**src/rtl/det4_host.sv**
```systemverilog
// det4_host: sequential front end for the combinational 4x4 determinant unit.
//
// Collects sixteen signed 8-bit elements (row-major) over a valid/ready
// stream, packs them onto the 128-bit matrix bus, lets the determinant unit
// settle for SETTLE_CYC cycles, then captures its determinant/overflow and
// offers them on a valid/ready result port.
//
// Ports:
//   clk, rst        clock; synchronous active-low reset
//   clear           synchronous abort of any partial/pending operation
//   in_valid/ready  element stream handshake, in_data = signed element
//   mat             packed matrix, a(i,j) at [127-8*(4i+j) -: 8]
//   det_in, ovf_in  determinant unit outputs
//   res_valid/ready result handshake, res_det/res_ovf = captured result
//   elem_cnt        elements accepted in the current operation (0..16)
//   busy            high while settling or holding a result
module det4_host #(
    parameter int SETTLE_CYC = 2    // legal range 1..15
) (
    input  logic         clk,
    input  logic         rst,
    input  logic         clear,
    input  logic         in_valid,
    input  logic [7:0]   in_data,
    output logic         in_ready,
    output logic [127:0] mat,
    input  logic [7:0]   det_in,
    input  logic         ovf_in,
    output logic         res_valid,
    input  logic         res_ready,
    output logic [7:0]   res_det,
    output logic         res_ovf,
    output logic [4:0]   elem_cnt,
    output logic         busy
);

    typedef enum logic [1:0] {LOAD, SETTLE, RESP} state_t;

    state_t     state, state_nxt;
    logic [3:0] settle_cnt;
    logic       accept;
    logic       last_elem;
    logic       capture;
    logic       res_take;

    assign last_elem = (elem_cnt == 5'd15);

    always_ff @(posedge clk) begin
        if (!rst) state <= LOAD;
        else      state <= state_nxt;
    end

    always_comb begin
        state_nxt = state;
        in_ready  = 1'b0;
        busy      = 1'b0;
        accept    = 1'b0;
        capture   = 1'b0;
        res_take  = 1'b0;
        case (state)
            LOAD: begin
                in_ready = rst;
                accept   = in_valid & rst;
                if (accept && last_elem) state_nxt = SETTLE;
            end
            SETTLE: begin
                busy = rst;
                if (settle_cnt == 4'd0) begin
                    capture   = 1'b1;
                    state_nxt = RESP;
                end
            end
            RESP: begin
                busy = rst;
                if (res_valid && res_ready) begin
                    res_take  = 1'b1;
                    state_nxt = LOAD;
                end
            end
            default: state_nxt = LOAD;
        endcase
        if (clear) state_nxt = LOAD;
    end

    always_ff @(posedge clk) begin
        if (!rst) begin
            mat        <= '0;
            elem_cnt   <= '0;
            settle_cnt <= '0;
            res_valid  <= 1'b0;
            res_det    <= '0;
            res_ovf    <= 1'b0;
        end else if (clear) begin
            mat        <= '0;
            elem_cnt   <= '0;
            settle_cnt <= '0;
            res_valid  <= 1'b0;
        end else begin
            if (accept) begin
                // Slot k sits at the top of the bus for k=0 (row-major, MSB first).
                for (int k = 0; k < 16; k++)
                    if (elem_cnt[3:0] == 4'(k)) mat[127-8*k -: 8] <= in_data;
                elem_cnt <= elem_cnt + 5'd1;
                if (last_elem) settle_cnt <= 4'(SETTLE_CYC - 1);
            end
            if (state == SETTLE) begin
                if (capture) begin
                    res_det   <= det_in;
                    res_ovf   <= ovf_in;
                    res_valid <= 1'b1;
                end else begin
                    settle_cnt <= settle_cnt - 4'd1;
                end
            end
            // mat is left as-is; the next load overwrites it slot by slot.
            if (res_take) begin
                res_valid <= 1'b0;
                elem_cnt  <= '0;
            end
        end
    end

endmodule

```
**config.mk**
```make
export PLATFORM = sky130hd
export DESIGN_NAME = det4_host
export DESIGN_NICKNAME = d
export VERILOG_FILES = /design/src/rtl/det4_host.sv
export SDC_FILE = /design/constraint.sdc
export NUM_CORES = 1
export LEC_CHECK = 0
export ABC_AREA = 1
export ABC_CLOCK_PERIOD_IN_PS = 2240
export CAP_MARGIN = 15
export CORE_ASPECT_RATIO = 0.75
export CORE_MARGIN = 10
export CORE_UTILIZATION = 40
export CTS_CLUSTER_DIAMETER = 150
export DETAILED_ROUTE_END_ITERATION = 10
export HOLD_SLACK_MARGIN = 0.12
export MAX_ROUTING_LAYER = met4
export PLACE_DENSITY = 0.7
export SETUP_SLACK_MARGIN = 0.02
export SLEW_MARGIN = 20
export SYNTH_ARGS = -nofsm -noshare
export SYNTH_HDL_FRONTEND = slang
export SYNTH_SLANG_ARGS = --single-unit
```
**constraint.sdc**
```tcl
create_clock -name clk -period 2.24 [get_ports clk]
set_clock_uncertainty 0.1 [all_clocks]
set_input_delay 0.224 -clock clk [delete_from_list [all_inputs] [get_ports clk]]
set_output_delay 0.224 -clock clk [all_outputs]
set_load 0.1 [all_outputs]
```
==> results of run 1 <==
cell families after synthesis:
family | Yosys count
flip-flops | 149
buffers and inverters | 74
adder cells (fa/ha/maj) | 11
AO/OA/AOI/OAI | 143
AND/OR/NAND/NOR | 366
power breakdown:
group,leakage (nW),total [mW],internal [mW],switching (mW)
Combinational,1.70,0.329,0.0982,0.230
Clock,0.288,2.89,1.77,1.11
Sequential,1.20,2.67,2.66,0.00673
worst max-delay path: cells and delay by family (launching register included):
kind                       cells  cell delay, ns
and+or+nand+nor                5            0.94
DFF                            1            0.33
buffers and inverters          2            0.31
adders and majority gates      1            0.24
metal layers:
metal	vias to the layer above	GRT usage, %
li1	2734	-
met3	13	5.00
met2	153	27.3
met5	-	-
met4	0	4.76
met1	2337	23.9
worst max path at each step:
stage	end
after floorplan	state[0]
after global placement	mat[38]
after detailed placement	mat[114]
after CTS	mat[34]
after global routing	mat[104]
final	mat[114]
registers in the layout (all words and copies together), names as in the netlist:
signal / count
mat: 128
res_det: 8
elem_cnt: 5
settle_cnt: 4
state: 2
res_ovf: 1
res_valid: 1
layout make-up:
class / instances / area, um2
Fill cell: 1337 / 5940
Sequential cell: 149 / 2990
Multi-Input combinational cell: 520 / 2330
Timing Repair Buffer: 180 / 1450
Clock buffer: 18 / 439
Tap cell: 175 / 219
Inverter: 46 / 176
Clock inverter: 12 / 155
cells in the mapped netlist:
library cell | instances | area (um2)
a211oi_1 | 1 | 7.51
a21oi_1 | 42 | 210
buf_2 | 6 | 30.0
buf_6 | 1 | 11.3
clkbuf_1 | 21 | 78.8
clkinv_1 | 1 | 3.75
dfxtp_1 | 149 | 2980
ha_1 | 11 | 138
inv_1 | 33 | 124
inv_2 | 12 | 45.0
nand2_1 | 87 | 327
nand3_1 | 42 | 210
nand3_2 | 1 | 10.0
nand3b_2 | 1 | 11.3
nand4_1 | 3 | 18.8
nor2_1 | 227 | 852
nor2_2 | 5 | 31.3
o211ai_1 | 1 | 7.51
o21ai_0 | 97 | 485
o21bai_1 | 2 | 15.0
timing repair:
item | CTS | global route
buffers inserted | 0 | 0
hold endpoints to repair | 0 | 0
setup endpoints to repair | 0 | 6
resized for setup | 0 | 2
through the flow:
step / std cells / power (mW) / utilization [%] / hold WS, ns
after CTS: 1100 / 5.93 / 56.6 / 0.275
final: 1100 / 5.88 / 56.7 / 0.289
after floorplan: 743 / 2.92 / - / 0.259
after global placement: 1070 / 3.05 / 52.3 / 0.353
after global routing: 1100 / 6.08 / 56.7 / 0.294
after detailed placement: 1070 / 3.05 / 52.3 / 0.357
==> metrics.yaml, run 1 <==
place:
  dpl_worst_slack_ns: 0.191
  dp_hpwl_mm: 12.1
  numPortBuffers: 166
  dpl-instance-area_um2: 7160
  gp_congestion: 0.791
worst_hold_path:
  holdPathStages: 3
  hp-class: "input port to register"
  hold_path_end: "res_det[2]"
  min_from: "det_in[2]"
worst_setup_path:
  arrival_ns: 2.24
  worstPathMaxFanout: 9
  r2r_cells: 8
  r2r-start: "state[1]"
  crit_top_cell: "nor2_1"
  crit_chain: "inv_1 -> ha_1 -> nand3_2 -> nor2_1 -> nand2_1 -> inv_2 -> nor2_1 -> nor2_1"
  end_kind: "register"
  slowest_delay_ns: 0.33
  critPathRequiredTime_ns: 2.49
  startpoint: "state[1]"
  crit_path_start_kind: "register"
  slowest_stage: "dfxtp_1"
  r2r_slack_ns: 0.25
  crit-reg2reg-capture: "mat[114]"
  crit_type: "register to register"
final_layout:
  area_growth_pct: 38.7
  nNetsFinal: 947
  mostFrequentLayoutCells: "nor2_1 (227), buf_4 (155), dfxtp_1 (145)"
  final_common_cell: "nor2_1"
  layout-drive-gt1-share_pct: 23.1
  final_cell_area_um2: 7760
  diodes: 0
drt:
  ant_nets: 0
  drt_iter0_drc: 275
  vias: 5237
  routedWlPerCell_um: 15.7
  m1WireLength_mm: 8.32
  vias_per_cell: 4.76
  dr_wl_met2_mm: 7.68
  routed.top_layer: "met4"
  drt_pre_antenna_iters: 5
  drc: 0
  route.met3.wl_mm: 1.14
  finalWirelength_mm: 17.3
global_route:
  grt.overflow.total: 0
  grt_start_max_net_pins: 69
  grt_pass1_vias: 4968
  antenna_found_initial: 0
  grt_pass1_wl_mm: 27.0
  grt_use_total_pct: 18.2
sta:
  relSlewSlack_pct: 74.3
  clock.fmax_mhz: 503
  post-route-min-period_ns: 1.99
  setup_slack_ns: 0.253
  finalMaxSlewViolations: 0
  fin_crit_sh_pct: 88.7
  tns_ns: 0
  rsz0062_at_grt: "false"
  setup_viol: 0
  max_slew.worst_pin.slew_ns: 0.386
  finalHoldViolCount: 0
power_and_ir_drop:
  vdd_drop_max_uv: 487
  power_density_nw_per_um2: 757
  p_leak_nw: 3.19
floorplanning:
  die_x_um: 157
  boundaryPins: 167
  initial_utilization_pct: 40.9
  die_h_um: 122
  dieArea_um2: 19200
  coreArea_um2: 13700
  num_rows: 37
clocking:
  path_clk_slew_ns: 0.06
  ctsHoldBuffers: 0
  numCtsBuffers: 17
  clock_sinks: 149
  h-tree-depth: 4
  cts-root-buf: "clkbuf_16"
  clk_latency_ns: 0.41
  cts_max_path_buffers: 2
  cts_tree: "yes"
logic_synthesis:
  synthMuxAreaShare_pct: 0
  synth-adder-area-share_pct: 2.46
  synthSimpleGateAreaFrac_pct: 26.1
  synth.net_count: 776
  synth_cells: 743
  synth_top_family_by_area: "simple AND/OR/NAND/NOR gates"
  synthesis.area_um2: 5600
  ys_types: 20
  seq_area_frac_synth_pct: 53.3
  synth_xor_xnor_area_share_pct: 0
  syn_avg_cell_area_um2: 7.54
  synth_compound_area_share_pct: 13.0
  ys_seq_elements: 149
  yosysWarningCount: 0
run_status:
  outcome: "complete, no violations"
job:
  cap_viol_max_count: 0
Note: power is estimated with default switching activity, not from simulation.
==> inputs of run 2 (changes only) <==
==> constraint.sdc (replaced) <==
create_clock -name clk -period 2.24 [get_ports clk]
set_clock_uncertainty 0.1 [all_clocks]
set_input_delay 0.336 -clock clk [delete_from_list [all_inputs] [get_ports clk]]
set_output_delay 0.336 -clock clk [all_outputs]
set_load 0.1 [all_outputs]
==> run 2 against run 1 <==
Against the previous run: clock power grew 5%; register-to-register slack lost 0.03 ns; sequential cell count is the same; via count grew 1.5%; critical path type unchanged; largest power group unchanged; non-clock buffer count grew 6; first-iteration DRC count shrank 0.73%; count of clock-buffer cells in the layout grew 3; core utilization grew 0.49 points; sequential power is essentially flat; critical path depth is the same; worst setup slack lost 0.026 ns.
==> metrics.yaml, run 2 (same netlist as run 1, synthesis figures left out) <==
run_status:
  outcome: "complete, no violations"
floorplanning:
  initial_utilization_pct: 40.9
  coreArea_um2: 13700
  num_rows: 37
  dieArea_um2: 19200
  boundaryPins: 167
  die_h_um: 122
  die_x_um: 157
sta:
  setup_slack_ns: 0.227
  rsz0062_at_grt: "false"
  max_slew.worst_pin.slew_ns: 0.462
  clock.fmax_mhz: 497
  finalHoldViolCount: 0
  tns_ns: 0
  relSlewSlack_pct: 69.1
  setup_viol: 0
  post-route-min-period_ns: 2.01
  fin_crit_sh_pct: 89.9
  finalMaxSlewViolations: 0
drt:
  vias: 5318
  routedWlPerCell_um: 15.8
  finalWirelength_mm: 17.5
  drc: 0
  ant_nets: 0
  drt_pre_antenna_iters: 5
  vias_per_cell: 4.80
  drt_iter0_drc: 273
global_route:
  grt_pass1_wl_mm: 26.9
  antenna_found_initial: 0
  grt_start_max_net_pins: 81
  grt.overflow.total: 0
  grt_pass1_vias: 4938
  grt_use_total_pct: 18.2
worst_hold_path:
  hp-class: "register to register"
worst_setup_path:
  critPathRequiredTime_ns: 2.49
  worstPathMaxFanout: 9
  slowest_delay_ns: 0.33
  arrival_ns: 2.26
  path_buf_inv: 2
  end_kind: "register"
  slowest_stage: "dfxtp_1"
  crit_top_cell: "nor2_1"
  crit_type: "register to register"
  crit_chain: "inv_1 -> ha_1 -> nand3_2 -> nor2_1 -> nand2_1 -> inv_2 -> nor2_1 -> nor2_1"
  crit_family: "simple AND/OR/NAND/NOR gates"
  crit_path_start_kind: "register"
clocking:
  clk_latency_ns: 0.41
  cts_setup_buffers: 0
  h-tree-depth: 4
  cts_max_path_buffers: 2
  ctsHoldBuffers: 0
  post_cts_resized: 0
  numCtsBuffers: 17
  cts_tree: "yes"
  path_clk_slew_ns: 0.06
  clock_sinks: 149
  cts-root-buf: "clkbuf_16"
final_layout:
  diodes: 0
  area_growth_pct: 39.9
  layout-drive-gt1-share_pct: 23.4
  regMostFlops: "mat"
  post-route-util_pct: 57.2
  largest_register_ffs: 128
  nNetsFinal: 953
  final_common_cell: "nor2_1"
  reg_top3: "mat (128), res_det (8), elem_cnt (5)"
  filler_cell_count: 1309
  mostFrequentLayoutCells: "nor2_1 (227), buf_4 (161), dfxtp_1 (145)"
place:
  gp_congestion: 0.787
  numPortBuffers: 166
  dpl_worst_slack_ns: 0.0454
  dp_hpwl_mm: 12.4
power_and_ir_drop:
  power_density_nw_per_um2: 770
  vdd_drop_max_uv: 487
  p_leak_nw: 3.24
job:
  cap_viol_max_count: 0
==> run 2: metal layers <==
| layer | global-route usage, % | vias to the layer above | share of wire [%] |
|---|---|---|---|
| met5 | - | - | 0 |
| met3 | 4.68 | 5 | 5.4 |
| met1 | 23.8 | 2423 | 49 |
| met2 | 27.9 | 146 | 45 |
| met4 | 4.06 | 0 | 0.38 |
| li1 | - | 2744 | - |
==> run 2: final cells by class <==
cell class              count  area, um2  share of cell area, %
flip-flops and latches    149       2990                   38.1
multi-input cells         520       2330                   29.8
repair buffers            186       1500                   19.1
clock buffers              21        450                   5.75
well taps                 175        219                   2.80
inverters                  46        173                   2.20
clock inverters            10        170                   2.17
==> run 2: worst paths after layout <==
kind	startpoint	end	slack, ns	cells after the start
hold / removal	mat[3]	mat[3]	0.36	2
setup / recovery	state[1]	mat[117]	0.23	8
setup reg to reg	state[1]	mat[117]	0.23	8
hold reg to reg	mat[3]	mat[3]	0.36	2
==> run 2: tightest hold or removal path: stages, from the launching register on <==
cell     delay [ns]
dfxtp_1        0.31
nand2_1        0.06
a21oi_1        0.05
==> run 2: per-stage QoR <==
stage	hold WS, ns	power [mW]	cell area [um2]	std cells
detailed placement	0.354	3.06	7210	1076
global placement	0.354	3.06	7210	1076
CTS	0.364	6.07	7830	1107
finish	0.363	6.03	7830	1107
floorplan	0.361	2.92	5600	743
global route	0.384	6.22	7830	1107
==> run 2: power breakdown <==
| part | internal (mW) | switching, mW | total (mW) |
|---|---|---|---|
| clock | 1.90 | 1.12 | 3.03 |
| combinational | 0.104 | 0.234 | 0.338 |
| sequential | 2.66 | 0.00618 | 2.67 |
| total | 4.67 | 1.36 | 6.03 |
==> inputs of run 3 (changes only) <==
--- a/config.mk
+++ b/config.mk
@@ -6,8 +6,7 @@
 export NUM_CORES = 1
 export LEC_CHECK = 0
 export ABC_AREA = 1
-export ABC_CLOCK_PERIOD_IN_PS = 2240
-export CAP_MARGIN = 15
+export CAP_MARGIN = 0
 export CORE_ASPECT_RATIO = 0.75
 export CORE_MARGIN = 10
 export CORE_UTILIZATION = 40
==> results of run 3 <==
Final layout, timing and power as in run 2 (identical DEF).
